[config.mk]
export PLATFORM = sky130hd
export DESIGN_NAME = ssd_capture
export DESIGN_NICKNAME = d
export VERILOG_FILES = /design/src/rtl/ssd_capture.sv
export SDC_FILE = /design/constraint.sdc
export NUM_CORES = 1
export LEC_CHECK = 0
export ABC_CLOCK_PERIOD_IN_PS = 2500
export CORE_MARGIN = 2
export CORE_UTILIZATION = 48
export CTS_BUF_LIST = sky130_fd_sc_hd__clkbuf_8 sky130_fd_sc_hd__clkbuf_16
export DETAILED_ROUTE_END_ITERATION = 16
export MAX_ROUTING_LAYER = met4
export PLACE_DENSITY_LB_ADDON = 0.15
export SYNTH_ARGS = -nofsm -noshare
export SYNTH_HDL_FRONTEND = slang
export SYNTH_SLANG_ARGS = --single-unit
[constraint.sdc]
create_clock -name ssd_capture_port_clk -period 2.5 [get_ports ssd_capture_port_clk]
set_clock_uncertainty 0.2 [all_clocks]
set_input_delay 0.5 -clock ssd_capture_port_clk [delete_from_list [all_inputs] [get_ports ssd_capture_port_clk]]
set_output_delay 0.5 -clock ssd_capture_port_clk [all_outputs]
set_load 0.01 [all_outputs]
[src/rtl/ssd_capture.sv]
// Receiving end of the multiplexed seven-segment bus: filters scan transitions
// and rebuilds the per-digit hex value, decimal point and validity, flagging illegal bus states.
module ssd_capture #(
    parameter int STABLE_CYCLES = 4
) (
    input  logic        ssd_capture_port_clk,
    input  logic        ssd_capture_port_rst,
    input  logic [6:0]  ssd_capture_port_cc,
    input  logic        ssd_capture_port_dp,
    input  logic [7:0]  ssd_capture_port_an,
    input  logic        ssd_capture_port_clr,
    output logic [31:0] ssd_capture_port_hex,
    output logic [7:0]  ssd_capture_port_dpo,
    output logic [7:0]  ssd_capture_port_vld,
    output logic        ssd_capture_port_upd,
    output logic        ssd_capture_port_err,
    output logic [1:0]  ssd_capture_port_ecode,
    output logic [2:0]  ssd_capture_port_eidx
);

    localparam int CW = $clog2(STABLE_CYCLES + 1);
    localparam logic [CW-1:0] CNT_MAX  = CW'(STABLE_CYCLES);
    localparam logic [CW-1:0] CNT_LAST = CW'(STABLE_CYCLES - 1);

    localparam logic [1:0] ECODE_NONE  = 2'b00;
    localparam logic [1:0] ECODE_SEG   = 2'b01;
    localparam logic [1:0] ECODE_MULTI = 2'b10;
    localparam logic [6:0] CC_BLANK    = 7'h7F;

    // Returns {match, nibble}; match is 0 for anything outside the 16 glyphs.
    function automatic logic [4:0] seg_decode(input logic [6:0] cc);
        case (cc)
            7'h40:   seg_decode = {1'b1, 4'h0};
            7'h79:   seg_decode = {1'b1, 4'h1};
            7'h24:   seg_decode = {1'b1, 4'h2};
            7'h30:   seg_decode = {1'b1, 4'h3};
            7'h19:   seg_decode = {1'b1, 4'h4};
            7'h12:   seg_decode = {1'b1, 4'h5};
            7'h02:   seg_decode = {1'b1, 4'h6};
            7'h78:   seg_decode = {1'b1, 4'h7};
            7'h00:   seg_decode = {1'b1, 4'h8};
            7'h10:   seg_decode = {1'b1, 4'h9};
            7'h08:   seg_decode = {1'b1, 4'hA};
            7'h03:   seg_decode = {1'b1, 4'hB};
            7'h46:   seg_decode = {1'b1, 4'hC};
            7'h21:   seg_decode = {1'b1, 4'hD};
            7'h06:   seg_decode = {1'b1, 4'hE};
            7'h0E:   seg_decode = {1'b1, 4'hF};
            default: seg_decode = 5'b00000;
        endcase
    endfunction

    function automatic logic [3:0] count_low(input logic [7:0] an);
        count_low = 4'd0;
        for (int i = 0; i < 8; i++) begin
            count_low = count_low + {3'b000, ~an[i]};
        end
    endfunction

    // Only meaningful when exactly one anode is low.
    function automatic logic [2:0] low_index(input logic [7:0] an);
        low_index = 3'd0;
        for (int i = 0; i < 8; i++) begin
            if (!an[i]) begin
                low_index = 3'(i);
            end else begin
                low_index = low_index;
            end
        end
    endfunction

    logic [6:0]    s_cc_r;
    logic          s_dp_r;
    logic [7:0]    s_an_r;
    logic [CW-1:0] cnt_r;
    logic [31:0]   hex_r;
    logic [7:0]    dpo_r;
    logic [7:0]    vld_r;
    logic          upd_r;
    logic          err_r;
    logic [1:0]    ecode_r;
    logic [2:0]    eidx_r;

    logic          same_s;
    logic          commit_s;
    logic [CW-1:0] cnt_s;
    logic [4:0]    dec_s;
    logic [3:0]    nlow_s;
    logic [2:0]    idx_s;
    logic [31:0]   hex_s;
    logic [7:0]    dpo_s;
    logic [7:0]    vld_s;
    logic          upd_s;
    logic          err_s;
    logic [1:0]    ecode_s;
    logic [2:0]    eidx_s;

    assign dec_s  = seg_decode(ssd_capture_port_cc);
    assign nlow_s = count_low(ssd_capture_port_an);
    assign idx_s  = low_index(ssd_capture_port_an);

    // Stability filter: count identical samples, commit once per stable period.
    always_comb begin
        same_s = (ssd_capture_port_cc == s_cc_r) &&
                 (ssd_capture_port_dp == s_dp_r) &&
                 (ssd_capture_port_an == s_an_r);
        commit_s = same_s && (cnt_r == CNT_LAST);
        if (!same_s) begin
            cnt_s = {CW{1'b0}};
        end else if (cnt_r == CNT_MAX) begin
            cnt_s = cnt_r;
        end else begin
            cnt_s = cnt_r + {{(CW-1){1'b0}}, 1'b1};
        end
    end

    // Next digit/error state: clear first, then the commit on top of it.
    always_comb begin
        hex_s   = hex_r;
        dpo_s   = dpo_r;
        vld_s   = vld_r;
        upd_s   = 1'b0;
        err_s   = err_r;
        ecode_s = ecode_r;
        eidx_s  = eidx_r;
        if (ssd_capture_port_clr) begin
            err_s   = 1'b0;
            ecode_s = ECODE_NONE;
            eidx_s  = 3'd0;
            vld_s   = 8'h00;
        end else begin
            vld_s   = vld_r;
        end
        if (commit_s && (nlow_s != 4'd0)) begin
            upd_s = 1'b1;
            if (nlow_s == 4'd1) begin
                if (dec_s[4]) begin
                    hex_s[{idx_s, 2'b00} +: 4] = dec_s[3:0];
                    vld_s[idx_s] = 1'b1;
                    dpo_s[idx_s] = ~ssd_capture_port_dp;
                end else if (ssd_capture_port_cc == CC_BLANK) begin
                    vld_s[idx_s] = 1'b0;
                    dpo_s[idx_s] = ~ssd_capture_port_dp;
                end else begin
                    vld_s[idx_s] = 1'b0;
                    if (!err_s) begin
                        ecode_s = ECODE_SEG;
                        eidx_s  = idx_s;
                    end else begin
                        ecode_s = ecode_s;
                    end
                    err_s = 1'b1;
                end
            end else begin
                if (!err_s) begin
                    ecode_s = ECODE_MULTI;
                    eidx_s  = 3'd0;
                end else begin
                    ecode_s = ecode_s;
                end
                err_s = 1'b1;
            end
        end else begin
            upd_s = 1'b0;
        end
    end

    // State registers; idle-bus sample values so a held idle bus never commits a digit.
    always_ff @(posedge ssd_capture_port_clk or posedge ssd_capture_port_rst) begin
        if (ssd_capture_port_rst) begin
            s_cc_r  <= CC_BLANK;
            s_dp_r  <= 1'b1;
            s_an_r  <= 8'hFF;
            cnt_r   <= {CW{1'b0}};
            hex_r   <= 32'h0000_0000;
            dpo_r   <= 8'h00;
            vld_r   <= 8'h00;
            upd_r   <= 1'b0;
            err_r   <= 1'b0;
            ecode_r <= ECODE_NONE;
            eidx_r  <= 3'd0;
        end else begin
            s_cc_r  <= ssd_capture_port_cc;
            s_dp_r  <= ssd_capture_port_dp;
            s_an_r  <= ssd_capture_port_an;
            cnt_r   <= cnt_s;
            hex_r   <= hex_s;
            dpo_r   <= dpo_s;
            vld_r   <= vld_s;
            upd_r   <= upd_s;
            err_r   <= err_s;
            ecode_r <= ecode_s;
            eidx_r  <= eidx_s;
        end
    end

    assign ssd_capture_port_hex   = hex_r;
    assign ssd_capture_port_dpo   = dpo_r;
    assign ssd_capture_port_vld   = vld_r;
    assign ssd_capture_port_upd   = upd_r;
    assign ssd_capture_port_err   = err_r;
    assign ssd_capture_port_ecode = ecode_r;
    assign ssd_capture_port_eidx  = eidx_r;

endmodule

* Word level (Yosys, flattened, before mapping)
Index checks and enable logic that the tools add are counted.
Operators by class: order comparisons 2, $add $sub $neg 9, shift operators 2, mux-type cells 40, equal/unequal tests 23, bitwise gates (word level) 12, reductions and logical operators 10
Operator list (count):
- 5-bit one-hot mux with 16 select lines | 1
- 8-bit 2-to-1 mux | 6
- 3-bit 2-to-1 mux | 15
- 7-bit == test, second input constant | 5
- 32-bit bitwise mux | 1
- 4-bit by 7-bit variable shift with 32-bit output, first input constant | 1
- 4-bit by 7-bit variable part select with 32-bit output | 1
- 7-bit by 5-bit == test with 1-bit output, second input constant | 3
- 7-bit by 6-bit == test with 1-bit output, second input constant | 3
- 4-bit by 1-bit adder with 4-bit output | 4
- 7-bit by 2-bit == test with 1-bit output, second input constant | 2
- 7-bit by 4-bit == test with 1-bit output, second input constant | 2
- 2-bit 2-to-1 mux | 7
- 1-bit NOT | 9
- 8-bit bitwise AND | 1
- 8-bit bitwise mux | 1
- 8-bit == test | 1
- 1-bit 2-to-1 mux | 8
- 8-bit NOT | 1
- 8-bit OR | 1
- 7-bit by 3-bit == test with 1-bit output, second input constant | 1
- 7-bit == test | 1
- 7-bit logical NOT | 1
- 5-bit negation with 7-bit output | 1
- 16 further kinds | 21
Word-level totals: output and inout bits 55, logic and storage cells 109, flip-flop bits (word level) 74, bits of input ports 19

* Logic depth before layout (Yosys ltp)
word-level depth 16, mapped depth 15, gate-level depth less buffers 13

* Worst setup path after synthesis
OpenSTA, ideal clock, no wires.
path kind input-to-reg, from in ssd_capture_port_an[0], to reg hex_r[0], in the netlist ssd_capture_port_hex[0], stages on the path 14, library setup time 0.128 ns, arrival time 4.316 ns, buffers on the path 1, slack -2.144 ns, cell sequence fa_1 inv_1 fa_1 fa_1 ha_1 inv_1 fa_1 a211oi_1 mux2i_1 nand3b_1 or3_4 or4_1 buf_2 mux2_1
Between the ends: cells in the longest elaborated chain, start to end 11, elaborated cells on any way between the ends 15, those cells by class 7 x add/sub; 2 x eq/ne; 1 x bitwise; 5 x reduce/logical
Ends and longest elaborated chain:
- start: declaration | line 10 | input logic [7:0] ssd_capture_port_an,
- 1-bit NOT | line 56 | count_low = count_low + {3'b000, ~an[i]};
- 1-bit by 1-bit adder with 2-bit output | line 56
- 2-bit by 1-bit adder with 3-bit output | line 56
- 3-bit by 1-bit adder with 4-bit output | line 56
- 4-bit by 1-bit adder with 4-bit output (4 in series) | line 56
- 4-bit nonzero test | line 134 | if (commit_s && (nlow_s != 4'd0)) begin
- 1-bit logical AND | line 134
- 3-bit AND reduction (no line) (*)
- end signal: assignment | line 187 | hex_r <= hex_s;
- end: declaration | line 76 | logic [31:0] hex_r;
Mark *: on every way between the ends. The rest lies on a longest branch, timed or not. A chain may end at the register's enable or synchronous reset.

* Worst setup path in the final report
from in ssd_capture_port_an[0], to reg hex_r[12], in the netlist ssd_capture_port_hex[12]
The elaborated chain is that of the path after synthesis.

==> results_dict.tcl <==
set metrics [dict create \
    place_area_um2 5480 \
    tightest_slew_ns 0.633 \
    dp_cells 595 \
    hold_class "in2reg" \
    fin_cells 619 \
    syn_avg_cell_area_um2 11.2 \
    netlist_instances 361 \
    ant_nets 0 \
    grt_max_degree 33 \
    multi_input_area_um2 2250 \
    status "finished, violations left" \
    crit_chain "buf_8 -> fa_1 -> inv_2 -> fa_1 -> fa_1 -> ha_2 -> inv_2 -> fa_2 -> a211oi_2 -> mux2i_1 -> nand3b_1 -> or3_4 -> buf_6 -> nor4_4 -> buf_6 -> mux2_4" \
    synth_edf_count 0 \
    startpoint "ssd_capture_port_an[0]" \
    layout_common_cells "79 x buf_4, 70 x clkdlybuf4s50_1, 58 x dfrtp_1" \
    core_area_um2 8220 \
    dr.pass1.iters 4 \
    crit_buf_inv 5 \
    antenna_found_initial 0 \
    final_common_cell "buf_4" \
    power_density_nw_per_um2 441 \
    clockRootBuffer "clkbuf_8" \
    rsz0062_at_grt "yes" \
    slew_headroom_pct 57.6 \
    netlist_area_um2 4050 \
    grt-ovfl-total 0 \
    ir_drop_uv 364 \
    drv_slew 0 \
    seq_area_um2 1870 \
    finalCritPeriodShare_pct 176 \
    hold_viol_final 0 \
    grt_pass1_vias 3522 \
    cts_tree "yes" \
    numPortBuffers 73 \
    reg2regPathDepth 8 \
    n_antenna_cell 0 \
    nets 540 \
    crit_type "in2reg" \
    clock_path_buffers 2 \
    path_max_fanout 6 \
    crit_path_top_delay_cell "fa_1" \
    grt.total_usage_pct 26.3 \
    post_drt_wl_per_cell_um 17.5 \
    critPathMaxStageDelay_ns 0.55 \
    die-area_um2 9190 \
    pre_cts_ws_ns -2.75 \
    synth_seq_cells 74 \
    row_count 33 \
    layout-drive-gt1-share_pct 39.3 \
    hp-start "ssd_capture_port_an[3]" \
    areaGrowthSynthToFinish_pct 49.7 \
    fin_tns_setup_ns -93.80 \
    maxCapViolations 0 \
    synth_fp_nets 392 \
    cts_buffers 9 \
    max_freq_ghz 0.227 \
    async_flop_share_pct 100 \
    r2r_start "s_cc_r[6]$_DFF_PP1_" \
    drc 0 \
    leakagePower_nw 2.79 \
    clk_pin_slew_worst_paths_ns 0.08 \
    yosysWarnings 0 \
    die_h_um 95.9 \
    io_pins 74 \
    finalWeightedCongestion 0.879 \
    worstPathArrival_ns 4.45 \
    drtIter0Drc 92 \
    crit_top_cell "fa_1" \
    violations "negative setup slack" \
    fp.dieW_um 95.9 \
    path_depth 16 \
    min_path_cells 2 \
    cpLargestDelayFamily "adder cells" \
    start_kind "input port" \
    end_kind "flip-flop" \
    start_util_pct 49.3 \
    htree_levels 3 \
    vias 3373 \
    n_fill_cell 577 \
    yosysSeqAreaShare_pct 46.2 \
    setup_violations 55 \
    dp_hpwl_um 7770 \
    fin_area_um2 6060 \
    cts.sinks 74 \
    fin_ws_ns -1.91 \
    grt_pass1_wl_um 17700 \
    synth_top_flop_cell "dfrtp_1" \
    fin_crit_ns 4.41 \
    routed_wl_um 10800 \
    ys_types 61 \
    critPathRequiredTime_ns 2.54 \
    clock_latency_ns 0.35 \
    fin_util_pct 73.8 \
    vias_per_cell 5.45 \
]
[timing repair]
item,4_1_cts,5_1_grt
buffers inserted,8,3
cloned,0,0
setup endpoints to repair,55,55
gates resized for setup,79,7
pin swaps,20,15
hold buffers,0,0
[metal layers]
layer | global-route usage, % | vias up | share of wire (%)
met5 | - | - | 0
met4 | 8.93 | 0 | 2.4
met3 | 4.46 | 21 | 3.6
met2 | 43.4 | 88 | 49
met1 | 33.1 | 1694 | 45
li1 | - | 1570 | -
[worst paths after layout]
kind / to / slack [ns]
max: ssd_capture_port_hex[12]$_DFFE_PP0P_ / -1.91
min: s_an_r[3]$_DFF_PP1_ / 0.21
max reg2reg: ssd_capture_port_hex[12]$_DFFE_PP0P_ / -0.31
min reg2reg: ssd_capture_port_hex[18]$_DFFE_PP0P_ / 0.32
max in group asynchronous: s_cc_r[3]$_DFF_PP1_ / 1.24
min in group asynchronous: ssd_capture_port_vld[1]$_DFF_PP0_ / 0.30
[registers in the layout, summed over array words and instances, names as in the netlist]
signal and count:
s_cc_r 7, ssd_capture_port_hex 32, s_dp_r 1, ssd_capture_port_upd 1, ssd_capture_port_ecode 2, ssd_capture_port_vld 8
cnt_r 3, ssd_capture_port_eidx 3, ssd_capture_port_dpo 8, ssd_capture_port_err 1, s_an_r 8
[Yosys cell counts, types with 6 or more instances]
cell type	n	area, µm²
dfrtp_1	58	1450
inv_1	31	116
nand2_1	20	75.1
mux2_1	19	214
mux2i_1	17	170
xor2_1	17	149
dfstp_2	16	420
nor3_1	13	65.1
buf_2	12	60.1
mux2_4	12	180
clkbuf_1	11	41.3
nor4_1	9	56.3
a21oi_1	8	40.0
ha_1	8	100
nor2b_1	8	50.1
nand3_1	7	35.0
nor2_1	7	26.3
nand2b_1	6	37.5
[power breakdown]
group	internal (W)	leakage (nW)	switching [W]
Sequential	0.00122	0.937	0.00000596
Clock	0.000461	0.105	0.000471
Combinational	0.000238	1.75	0.000279
Total	0.00192	2.79	0.000757
[metrics by stage]
| stage | total power, W | hold slack (ns) |
|---|---|---|
| finish | 0.00268 | 0.207 |
| global route | 0.00278 | 0.199 |
| CTS | 0.00270 | 0.177 |
| detailed placement | 0.00171 | 0.275 |
| global placement | 0.00170 | 0.266 |
| floorplan | 0.00149 | 0.304 |
[logic make-up after synthesis]
family	Yosys count	share of synthesized area (%)
buf+inv	57	5.84
flops	74	46.2
compound gates	40	7.04
fa+ha+maj	12	4.45
mux	49	14.2
xor+xnor	19	4.11
simple gates	110	18.2
[cell type report]
type	instances	area share [%]
well taps	105	2.17
clock inverters	7	1.16
multi-input cells	230	37.2
repair buffers	162	24.6
inverters	32	2.04
flip-flops and latches	74	30.9
clock buffers	9	2.04
No activity file was read; power rests on OpenSTA's default activity.
